<file path="src/rtl/mc_rd_req_ctrl.sv">
// Read-request controller between address sources and the MIG app_* port.
// Buffers incoming read addresses, issues one read command per accepted
// address, and tags returned beats with the address of their burst, in order.
//
// Handshakes: a transfer happens on every cycle where valid and ready are both
// high (req_valid & mc_rd_rdy on the request side, app_en & app_rdy on the MIG
// side). Valid is never withdrawn and its payload never changes while waiting
// for ready. The return path has no ready: each beat is presented once.
module mc_rd_req_ctrl #(
    parameter int ADDR_W    = 31,
    parameter int DATA_W    = 128,
    parameter int REQ_DEPTH = 4,
    parameter int MAX_OUT   = 4
) (
    input  logic              clk,
    input  logic              rst,
    input  logic              req_valid,
    input  logic [ADDR_W-1:0] req_addr,
    output logic              mc_rd_rdy,
    output logic              app_en,
    output logic [2:0]        app_cmd,
    output logic [ADDR_W-1:0] app_addr,
    input  logic              app_rdy,
    input  logic [DATA_W-1:0] app_rd_data,
    input  logic              app_rd_data_valid,
    input  logic              app_rd_data_end,
    output logic              rd_valid,
    output logic [DATA_W-1:0] rd_data,
    output logic [ADDR_W-1:0] rd_addr,
    output logic              rd_last,
    output logic [2:0]        outstanding,
    output logic [15:0]       rd_count,
    output logic              err_unexp,
    output logic [1:0]        fsm_state
);

    localparam int RP_W = $clog2(REQ_DEPTH);
    localparam int TP_W = $clog2(MAX_OUT);
    localparam logic [RP_W:0] REQ_FULL = (RP_W+1)'(REQ_DEPTH);
    localparam logic [2:0]    OUT_MAX  = 3'(MAX_OUT);

    typedef enum logic [1:0] {
        IDLE  = 2'd0,
        ISSUE = 2'd1,
        STALL = 2'd2
    } state_t;

    state_t state, state_next;

    logic [ADDR_W-1:0] req_mem [REQ_DEPTH];
    logic [RP_W-1:0]   req_wp, req_rp;
    logic [RP_W:0]     req_cnt, req_cnt_next;

    logic [ADDR_W-1:0] tag_mem [MAX_OUT];
    logic [TP_W-1:0]   tag_wp, tag_rp;
    logic [2:0]        out_next;

    logic req_push, issue, beat_ok, tag_pop;

    assign req_push  = req_valid & mc_rd_rdy;
    assign issue     = app_en & app_rdy;
    // A beat is only accepted when some burst is waiting for it.
    assign beat_ok   = app_rd_data_valid & (outstanding != 3'd0);
    assign tag_pop   = beat_ok & app_rd_data_end;
    assign app_cmd   = 3'b001;
    assign fsm_state = state;

    // Next occupancy of both FIFOs; simultaneous push and pop cancel out.
    always_comb begin
        req_cnt_next = req_cnt;
        if (req_push && !issue)
            req_cnt_next = req_cnt + 1'b1;
        else if (!req_push && issue)
            req_cnt_next = req_cnt - 1'b1;
        out_next = outstanding;
        if (issue && !tag_pop)
            out_next = outstanding + 3'd1;
        else if (!issue && tag_pop)
            out_next = outstanding - 3'd1;
    end

    // Next state is chosen from next-cycle occupancies so app_en is registered.
    always_comb begin
        state_next = state;
        app_en     = 1'b0;
        app_addr   = '0;
        case (state)
            ISSUE: begin
                app_en   = 1'b1;
                app_addr = req_mem[req_rp];
            end
            default: begin
                app_en = 1'b0;
            end
        endcase
        if (out_next == OUT_MAX)
            state_next = STALL;
        else if (req_cnt_next == '0)
            state_next = IDLE;
        else
            state_next = ISSUE;
    end

    // State, pointers, counters and the registered request-side ready.
    always_ff @(posedge clk) begin
        if (rst) begin
            state       <= IDLE;
            req_wp      <= '0;
            req_rp      <= '0;
            req_cnt     <= '0;
            tag_wp      <= '0;
            tag_rp      <= '0;
            outstanding <= '0;
            mc_rd_rdy   <= 1'b0;
            rd_count    <= '0;
            err_unexp   <= 1'b0;
        end else begin
            state       <= state_next;
            req_cnt     <= req_cnt_next;
            outstanding <= out_next;
            mc_rd_rdy   <= (req_cnt_next != REQ_FULL);
            if (req_push) req_wp <= req_wp + 1'b1;
            if (issue) begin
                req_rp <= req_rp + 1'b1;
                tag_wp <= tag_wp + 1'b1;
            end
            if (tag_pop) begin
                tag_rp   <= tag_rp + 1'b1;
                rd_count <= rd_count + 16'd1;
            end
            if (app_rd_data_valid && outstanding == 3'd0)
                err_unexp <= 1'b1;
        end
    end

    // FIFO storage; contents are meaningless once pointers are reset.
    always_ff @(posedge clk) begin
        if (req_push) req_mem[req_wp] <= req_addr;
        if (issue)    tag_mem[tag_wp] <= app_addr;
    end

    // Return path: one-cycle registered copy of each accepted beat.
    always_ff @(posedge clk) begin
        if (rst) begin
            rd_valid <= 1'b0;
            rd_data  <= '0;
            rd_addr  <= '0;
            rd_last  <= 1'b0;
        end else begin
            rd_valid <= beat_ok;
            if (beat_ok) begin
                rd_data <= app_rd_data;
                rd_addr <= tag_mem[tag_rp];
                rd_last <= app_rd_data_end;
            end
        end
    end

endmodule

</file>
<file path="config.mk">
export PLATFORM = sky130hd
export DESIGN_NAME = mc_rd_req_ctrl
export DESIGN_NICKNAME = d
export VERILOG_FILES = /design/src/rtl/mc_rd_req_ctrl.sv
export SDC_FILE = /design/constraint.sdc
export NUM_CORES = 1
export LEC_CHECK = 0
export BUFFER_PORTS_ARGS = -buffer_cell sky130_fd_sc_hd__buf_2
export CORE_UTILIZATION = 53
export DETAILED_ROUTE_END_ITERATION = 8
export GPL_TIMING_DRIVEN = 0
export MAX_ROUTING_LAYER = met4
export PLACE_DENSITY = 0.9
export SLEW_MARGIN = 20
export SYNTH_ARGS = -nofsm -noshare
export SYNTH_HDL_FRONTEND = slang
export SYNTH_SLANG_ARGS = --single-unit
</file>
<file path="constraint.sdc">
create_clock -name clk -period 2.7 [get_ports clk]
set_input_delay 0.135 -clock clk [delete_from_list [all_inputs] [get_ports clk]]
set_output_delay 0.135 -clock clk [all_outputs]
set_load 0.01 [all_outputs]
</file>
* After elaboration in Yosys (flattened, before gate mapping) *
Memory sizes are Yosys's and may differ from the RTL's. A register that Yosys moved wholly into a read port is not among the register bits.
Index checks and enable logic that the tools add are counted.

operators by class
  $add $sub $neg = 9
  eq/ne operators = 3
  muxes and demuxes = 14
  bitwise operators = 4
  reductions and logical operators = 12

operators with widths
  kind                                                  number
  two-way mux 31 bit                                    1
  adder 16 x 1 -> 16 bit (second input constant)        1
  two-way mux 3 bit                                     4
  adder 2 x 1 -> 2 bit (second input constant)          4
  adder 3 x 1 -> 3 bit (second input constant)          2
  logical NOT 3 bit                                     2
  two-way mux 1 bit                                     6
  two-way mux 2 bit                                     3
  subtractor 3 x 1 -> 3 bit (second input constant)     2
  logical AND 1 bit                                     5
  AND 1 bit                                             4
  equality test 3 bit (second input constant)           1
  logical NOT 1 bit                                     3
  != test 3 bit (second input constant)                 1
  nonzero test 3 bit                                    1
  equality test 2 x 1 -> 1 bit (second input constant)  1
  OR reduction 2 bit                                    1

storage, ports and cells
  register bits = 164
  memory bits (writable) = 248
  input bits = 165
  output and inout port bits = 219
  logic and storage cells = 58
  memories kept = 2

memories
  name     words  bits a word  rd ports  clocked after Yosys merged registers in  wr ports  RTL line  text
  req_mem  4      31           1         1                                        1         50        logic [ADDR_W-1:0] req_mem [REQ_DEPTH];
  tag_mem  4      31           1         1                                        1         54        logic [ADDR_W-1:0] tag_mem [MAX_OUT];

* Logic depth before layout (Yosys ltp) *
Gate-level depths: netlist of run 1.

  word-level depth = 9
  mapped depth = 9
  mapped depth without buffers = 7

* Worst setup path before layout of run 1 *
OpenSTA, ideal clock, no wires.

  kind = reg-to-reg
  from = register state[0], in the netlist fsm_state[0]
  to = memory tag_mem[0][0] (enable)
  library setup time = 391 ps
  data arrival time = 1604 ps
  required time = 2309 ps
  setup slack = 705 ps
  stages on the path, launching flop included = 4
  buffers on the path = 1
  period minus slack after synthesis = 1995 ps
  cell sequence = dfxtp_1 > and3b_2 > buf_4 > and2_1

between the ends
  cells in the longest elaborated chain, start to end = 5

ends and longest elaborated chain
  element                                  RTL line  text
  from (decl)                              48        state_t state, state_next;
  from (signal assigned)                   118       state <= state_next;
  equality test 2 x 1 -> 1 bit             87        case (state)
  two-way mux 1 bit                        87
  AND 1 bit                                61        assign issue = app_en & app_rdy;
  two-way mux 1 bit                        139       if (issue) tag_mem[tag_wp] <= app_addr;
  two-way mux 1 bit (implied by the code)  139
  to (decl)                                54

Every way passes these cells.

==> results of run 1 <==
sequential cells by signal, indices dropped and copies added, names as in the netlist, 2 cells and up, named ones only:
| name | flops |
|---|---|
| rd_addr | 31 |
| req_wp | 2 |
| outstanding | 3 |
| tag_mem | 124 |
| req_rp | 2 |
| rd_count | 16 |
| tag_wp | 2 |
| req_mem | 124 |
| rd_data | 128 |
| tag_rp | 2 |
| fsm_state | 2 |
| req_cnt | 3 |
synth_stat cells (2+ instances only):
| master | instances | area (sq um) |
|---|---|---|
| nand4_1 | 3 | 18.8 |
| ha_1 | 14 | 175 |
| and2_1 | 38 | 238 |
| buf_4 | 15 | 113 |
| buf_1 | 8 | 30.0 |
| mux4_2 | 62 | 1400 |
| buf_2 | 15 | 75.1 |
| nor2_1 | 26 | 97.6 |
| o21ai_0 | 5 | 25.0 |
| a211oi_1 | 3 | 22.5 |
| and3_1 | 6 | 37.5 |
| nand3_1 | 8 | 40.0 |
| xnor2_1 | 11 | 96.3 |
| clkbuf_1 | 39 | 146 |
| edfxtp_1 | 248 | 7450 |
| mux2i_1 | 2 | 20.0 |
| nand2_1 | 334 | 1250 |
| xor2_1 | 10 | 87.6 |
| inv_1 | 9 | 33.8 |
| or3_1 | 3 | 18.8 |
| nor3_4 | 2 | 32.5 |
| a21oi_1 | 171 | 856 |
| and4_1 | 2 | 17.5 |
| conb_1 | 2 | 7.51 |
| nor3_1 | 3 | 15.0 |
| dfxtp_1 | 197 | 3940 |
| nand2_2 | 2 | 12.5 |
cells by family (layout without fill, tap and decap cells):
logic type,count (synthesis),after routing,share of synthesized area [%]
and+or+nand+nor,438,438,11.6
AOI/OAI and AO/OA,187,187,5.93
adders and majority gates,14,14,1.06
muxes,64,64,8.61
buffers and inverters,86,714,2.42
other,2,6,0.0457
DFF,445,445,69.2
xor gates and xnor gates,21,21,1.12
worst max path at each step:
| stage | from | endpoint | slack (ns) | cells past startpoint |
|---|---|---|---|---|
| after floorplan | fsm_state[0] | tag_mem[0][0] | 0.71 | 3 |
| after global routing | flip-flop | app_addr[23] | 0.02 | 4 |
| final | flip-flop | app_addr[23] | 0.05 | 4 |
| after detailed placement | outstanding[0] | rd_data[122] | 0.37 | 8 |
| after global placement | fsm_state[0] | tag_mem[0][1] | 0.25 | 3 |
| after CTS | flip-flop | app_addr[22] | 0.13 | 4 |
report_power, final:
| part | total [mW] | switching, mW | internal, mW | leakage (nW) |
|---|---|---|---|---|
| sequential | 8.57 | 0.475 | 8.09 | 3.88 |
| clock | 6.13 | 2.64 | 3.50 | 0.706 |
| combinational | 4.92 | 3.08 | 1.84 | 4.09 |
per-stage QoR:
stage	hold WS (ns)	worst slack (ns)	cells	instance area [sq um]
global route	0.0669	0.0200	2284	22100
detailed placement	0.349	0.367	2041	19000
CTS	0.0408	0.127	2282	22100
finish	0.0705	0.0543	2285	22100
floorplan	0.234	0.705	1258	16500
global placement	0.344	0.251	2033	18800
routing by layer:
layer / part of all wire (%) / routed length [microns] / vias to the layer above
li1: - / - / 5638
met1: 33 / 18500 / 6395
met2: 50 / 27600 / 1030
met3: 10 / 5700 / 302
met4: 6.7 / 3690 / 0
met5: 0 / 0 / -
area by class of cell:
type	instances	area, sq um	area share [%]
buffer	77	364	1.65
tap	396	495	2.24
inverter	9	33.8	0.153
sequential	445	11400	51.5
multi-input combinational	727	4680	21.1
clock inverter	19	230	1.04
antenna	3	7.51	0.0339
clock buffer	61	1220	5.54
timing repair buffer	548	3700	16.7
worst reg2reg max path, cell delays in order (launching register included):
cell      delay [ns]
dfxtp_1         0.36
inv_1           0.12
ha_1            0.24
nand2b_4        0.11
nand2_2         0.20
buf_4           0.26
clkbuf_1        0.66
nand2_1         0.16
a21oi_1         0.19
placed cells by master (no fill, tap or decap), drive strengths merged, types with 4 or more instances in the layout:
cell type      n
o21ai          6
and3           6
edfxtp       248
clkinv        14
nor2          27
dlygate4sd3  161
nand3          8
dfxtp        197
nand2        337
nand4          4
buf          425
clkbuf       100
ha            14
a21oi        172
xnor2         11
inv           10
and2          39
mux4          62
nor3           5
xor2          10
what timing repair did:
| action | 4_1_cts | 5_1_grt |
|---|---|---|
| buffers inserted | 0 | 0 |
| endpoints found under the hold margin | 254 | 0 |
| hold buffers | 161 | 0 |
==> flow_metrics.tcl, run 1 <==
set metrics [dict create \
    cap_violations 0 \
    io_buffers 379 \
    yosys_warnings 0 \
    cts_root_buf "clkbuf_16" \
    postSynthRegisterBits 445 \
    cts_buffers 43 \
    syn-instance-count 1257 \
    nFillCells 1768 \
    drive_gt1_share_pct 30.0 \
    cp_data_required_time_ns 2.57 \
    whs_path_depth 4 \
    synthesis.area_sq_um 16500 \
    hp-class "input port to flip-flop" \
    fmax_mhz 378 \
    hold_start "app_rdy" \
    worstMarginPinSlew_ns 0.973 \
    netlist-cell-type-count 46 \
    final_hold_viol_count 0 \
    fp-row-count 64 \
    dp_hpwl_microns 33800 \
    fin_skew_ns 0.0151 \
    dr.pass1.iters 6 \
    synth-edff-count 248 \
    avgRoutedWirePerCell_microns 24.3 \
    cts.path.max_buffers 3 \
    overflow 0 \
    leakage_nw 8.67 \
    period_share_pct 98.0 \
    track_usage_pct 35.7 \
    r2r-end "rd_data[122]" \
    fin_crit_ns 2.65 \
    power_mw 19.6 \
    core_area_sq_um 30600 \
    use_met1_pct 38.7 \
    numClockSinks 445 \
    syn_to_final_growth_pct 34.5 \
    path_class "flip-flop to output port" \
    dieHeight_microns 178 \
    cp_slowest_cell "buf_1" \
    post-route-util_pct 72.3 \
    use_met2_pct 58.9 \
    async_flop_share_pct 0 \
    grt_use_met3_pct 10.2 \
    rsz0062_at_grt "no" \
    cp-end-kind "output port" \
    slew_viol_final 0 \
    critPathLaunchType "flip-flop" \
    grt_max_degree 28 \
    timing.setup.tns_ns 0 \
    gp_congestion 0.981 \
    postRouteAntennaNets 0 \
    die_area_sq_um 31700 \
    setup_viol 0 \
    r2r-start "outstanding[0]" \
    drt_iter0_drc 1255 \
    r2r_setup_slack_ns 0.32 \
    vias 13365 \
    slowest_delay_ns 0.62 \
    drc 0 \
    htree_levels 2 \
    grt_pass1_vias 13447 \
    crit_fanout 10 \
    status "finished clean" \
    ir_drop_uv 700 \
    cts_tree "built" \
    clk-insertion-delay-late_ns 0.56 \
    ctsResizeCount 0 \
    synthFlopType "edfxtp_1" \
    clk_pin_slew_worst_paths_ns 0.06 \
    initial_core_util_pct 53.8 \
    maxSlewHeadroom_pct 35.1 \
    nets 2030 \
    worstPathArrival_ns 2.51 \
    grt_pass1_wl_microns 79900 \
    seq_area_frac_synth_pct 69.2 \
    via_per_inst 5.85 \
    cp_num_buf_inv 2 \
    syn_area_per_cell_sq_um 13.1 \
    drt_wl_total_microns 55500 \
    worstHoldEndpoint "tag_wp[1]" \
    top_level_ports 384 \
    crit_chain "buf_1 > mux4_2 > and2_1 > buf_2" \
    reg2reg_depth 8 \
    dieWidth_microns 178 \
    antenna_found_initial 2 \
    p_per_area_nw_per_um2 887 \
    top_usage_layer "met2" \
    critical_path.top_delay_family "buffers and inverters" \
]
Power figures use the tool's default switching activity.
==> inputs of run 2 (changes only) <==
--- a/config.mk
+++ b/config.mk
@@ -6,6 +6,7 @@
 export NUM_CORES = 1
 export LEC_CHECK = 0
 export BUFFER_PORTS_ARGS = -buffer_cell sky130_fd_sc_hd__buf_2
+export CORE_ASPECT_RATIO = 1.1
 export CORE_UTILIZATION = 53
 export DETAILED_ROUTE_END_ITERATION = 8
 export GPL_TIMING_DRIVEN = 0
==> run 2 against run 1 <==
Combinational power rose by 1%. Worst hold slack got worse by 0.039 ns. Via count decreased by 0.61%. Sequential share of layout area is 0.17 points higher. Sequential power about the same.
==> flow_metrics.tcl, run 2 (synthesis gave the netlist of run 1 again) <==
set metrics [dict create \
    cts.path.max_buffers 3 \
    top_level_ports 384 \
    sequentialPowerShare_pct 43.9 \
    top_register "rd_data" \
    core_area_sq_um 30500 \
    drt_wl_total_microns 56200 \
    ir_drop_uv 661 \
    crit_fanout 10 \
    cts_buffers 43 \
    antenna_found_initial 2 \
    dieHeight_microns 187 \
    fin_hold_ws_ns 0.0318 \
    power.net_switching_mw 6.24 \
    worstMarginPinSlew_ns 0.800 \
    grt_max_degree 29 \
    clk_pin_slew_worst_paths_ns 0.07 \
    track_usage_pct 36.2 \
    grt_pass1_wl_microns 81800 \
    status "finished clean" \
    final_common_cell "buf_2" \
    nets 2029 \
    fin_crit_ns 2.53 \
    syn_to_final_growth_pct 34.0 \
    switching_share_pct 32.1 \
    post-route-util_pct 72.3 \
    worstPathArrival_ns 2.40 \
    vias 13284 \
    htree_levels 2 \
    cp_data_required_time_ns 2.57 \
    final_hold_viol_count 0 \
    gp_congestion 0.915 \
    dieWidth_microns 170 \
    p_int_mw 13.2 \
    cts_root_buf "clkbuf_16" \
    cp-end-kind "output port" \
    timing.setup.tns_ns 0 \
    dr.pass1.iters 7 \
    largest_reg_flops 128 \
    period_share_pct 93.8 \
    die_area_sq_um 31700 \
    critPathLaunchType "flip-flop" \
    cts_tree "built" \
    overflow 0 \
    via_per_inst 5.77 \
    path_class "flip-flop to output port" \
    reg.largest.list "rd_data: 128 flops, req_mem: 124 flops, tag_mem: 124 flops" \
    avgRoutedWirePerCell_microns 24.4 \
    setup_viol 0 \
    dp_hpwl_microns 34000 \
    initial_core_util_pct 53.9 \
    nFillCells 1770 \
    hp-class "input port to flip-flop" \
    power_mw 19.5 \
    clk-insertion-delay-late_ns 0.57 \
    slew_viol_final 0 \
    cap_violations 0 \
    p_per_area_nw_per_um2 883 \
    clkPwrFrac_pct 30.5 \
    drt_iter0_drc 1375 \
    numClockSinks 445 \
    io_buffers 379 \
    leakage_nw 8.62 \
    rsz0062_at_grt "no" \
    drive_gt1_share_pct 30.0 \
    fp-row-count 67 \
    layout_common_cells "394 x buf_2, 334 x nand2_1, 248 x edfxtp_1" \
    fmax_mhz 395 \
    maxSlewHeadroom_pct 46.7 \
    fin_skew_ns 0.0300 \
    cts_setup_buffers 0 \
    grt_pass1_vias 13594 \
    combPwrFrac_pct 25.5 \
    drc 0 \
    postRouteAntennaNets 0 \
]
-- run 2: cell count changes in the layout (fill, tap and decap cells not counted), moves of 2 or more --
cell,before,now
clkbuf_8,6,1
clkinv_1,6,8
clkinv_16,2,0
clkinv_2,6,8
clkinv_8,0,2
-- run 2: path summary, 6_finish.rpt --
path,startpoint,depth (start not counted),slack (ns),end
worst max-delay path,flip-flop,4,0.17,app_addr[12]
worst min-delay path,app_rdy,4,0.03,tag_wp[1]
worst max register to register,outstanding[0],8,0.29,rd_addr[20]
worst min register to register,rd_addr[15],2,0.45,rd_addr[15]
-- run 2: through the flow --
step	setup slack (ns)	instance area (sq um)	instances
global route	0.0769	22000	2301
finish	0.168	22000	2301
CTS	0.147	22000	2299
detailed placement	0.492	19100	2059
floorplan	0.705	16500	1258
global placement	0.231	18900	2051
-- run 2: critical path, cell delays in order, from the launching register on --
cell and delay (ns):
dfxtp_1 0.40, buf_1 0.54, mux4_2 0.42, and2_1 0.29, buf_2 0.20
-- run 2: cell type report --
class	count	area [sq um]	share of cell area (%)
Tap cell	414	518	2.35
Inverter	9	33.8	0.153
Antenna cell	2	5.00	0.0227
Multi-Input combinational cell	727	4680	21.2
Timing Repair Buffer	547	3690	16.7
Sequential cell	445	11400	51.7
Clock buffer	54	1130	5.11
Clock inverter	26	241	1.10
Buffer	77	364	1.65
-- run 2: metal layers --
metal / global-route usage, % / vias to the layer above / wire length [microns] / share of wire [%]
li1: - / 5635 / - / -
met1: 37.4 / 6353 / 18500 / 33
met2: 58.6 / 988 / 27300 / 49
met3: 12.9 / 308 / 6520 / 12
met4: 22.1 / 0 / 3840 / 6.8
met5: - / - / 0 / 0
-- run 2: repair_timing --
action | 4_1_cts | 5_1_grt
setup endpoints to repair | 0 | 8
resized for setup | 0 | 1
endpoints found under the hold margin | 253 | 0
hold buffers | 160 | 0
-- run 2: power groups by stage --
stage          sequential [mW]  clock [mW]  combinational [mW]
2_1_floorplan             8.80           0                2.37
3_3_place_gp              8.57           0                4.27
3_5_place_dp              8.62           0                4.48
4_1_cts                   8.50        5.93                4.74
5_1_grt                   8.60        6.19                5.27
6_report                  8.55        5.94                4.97
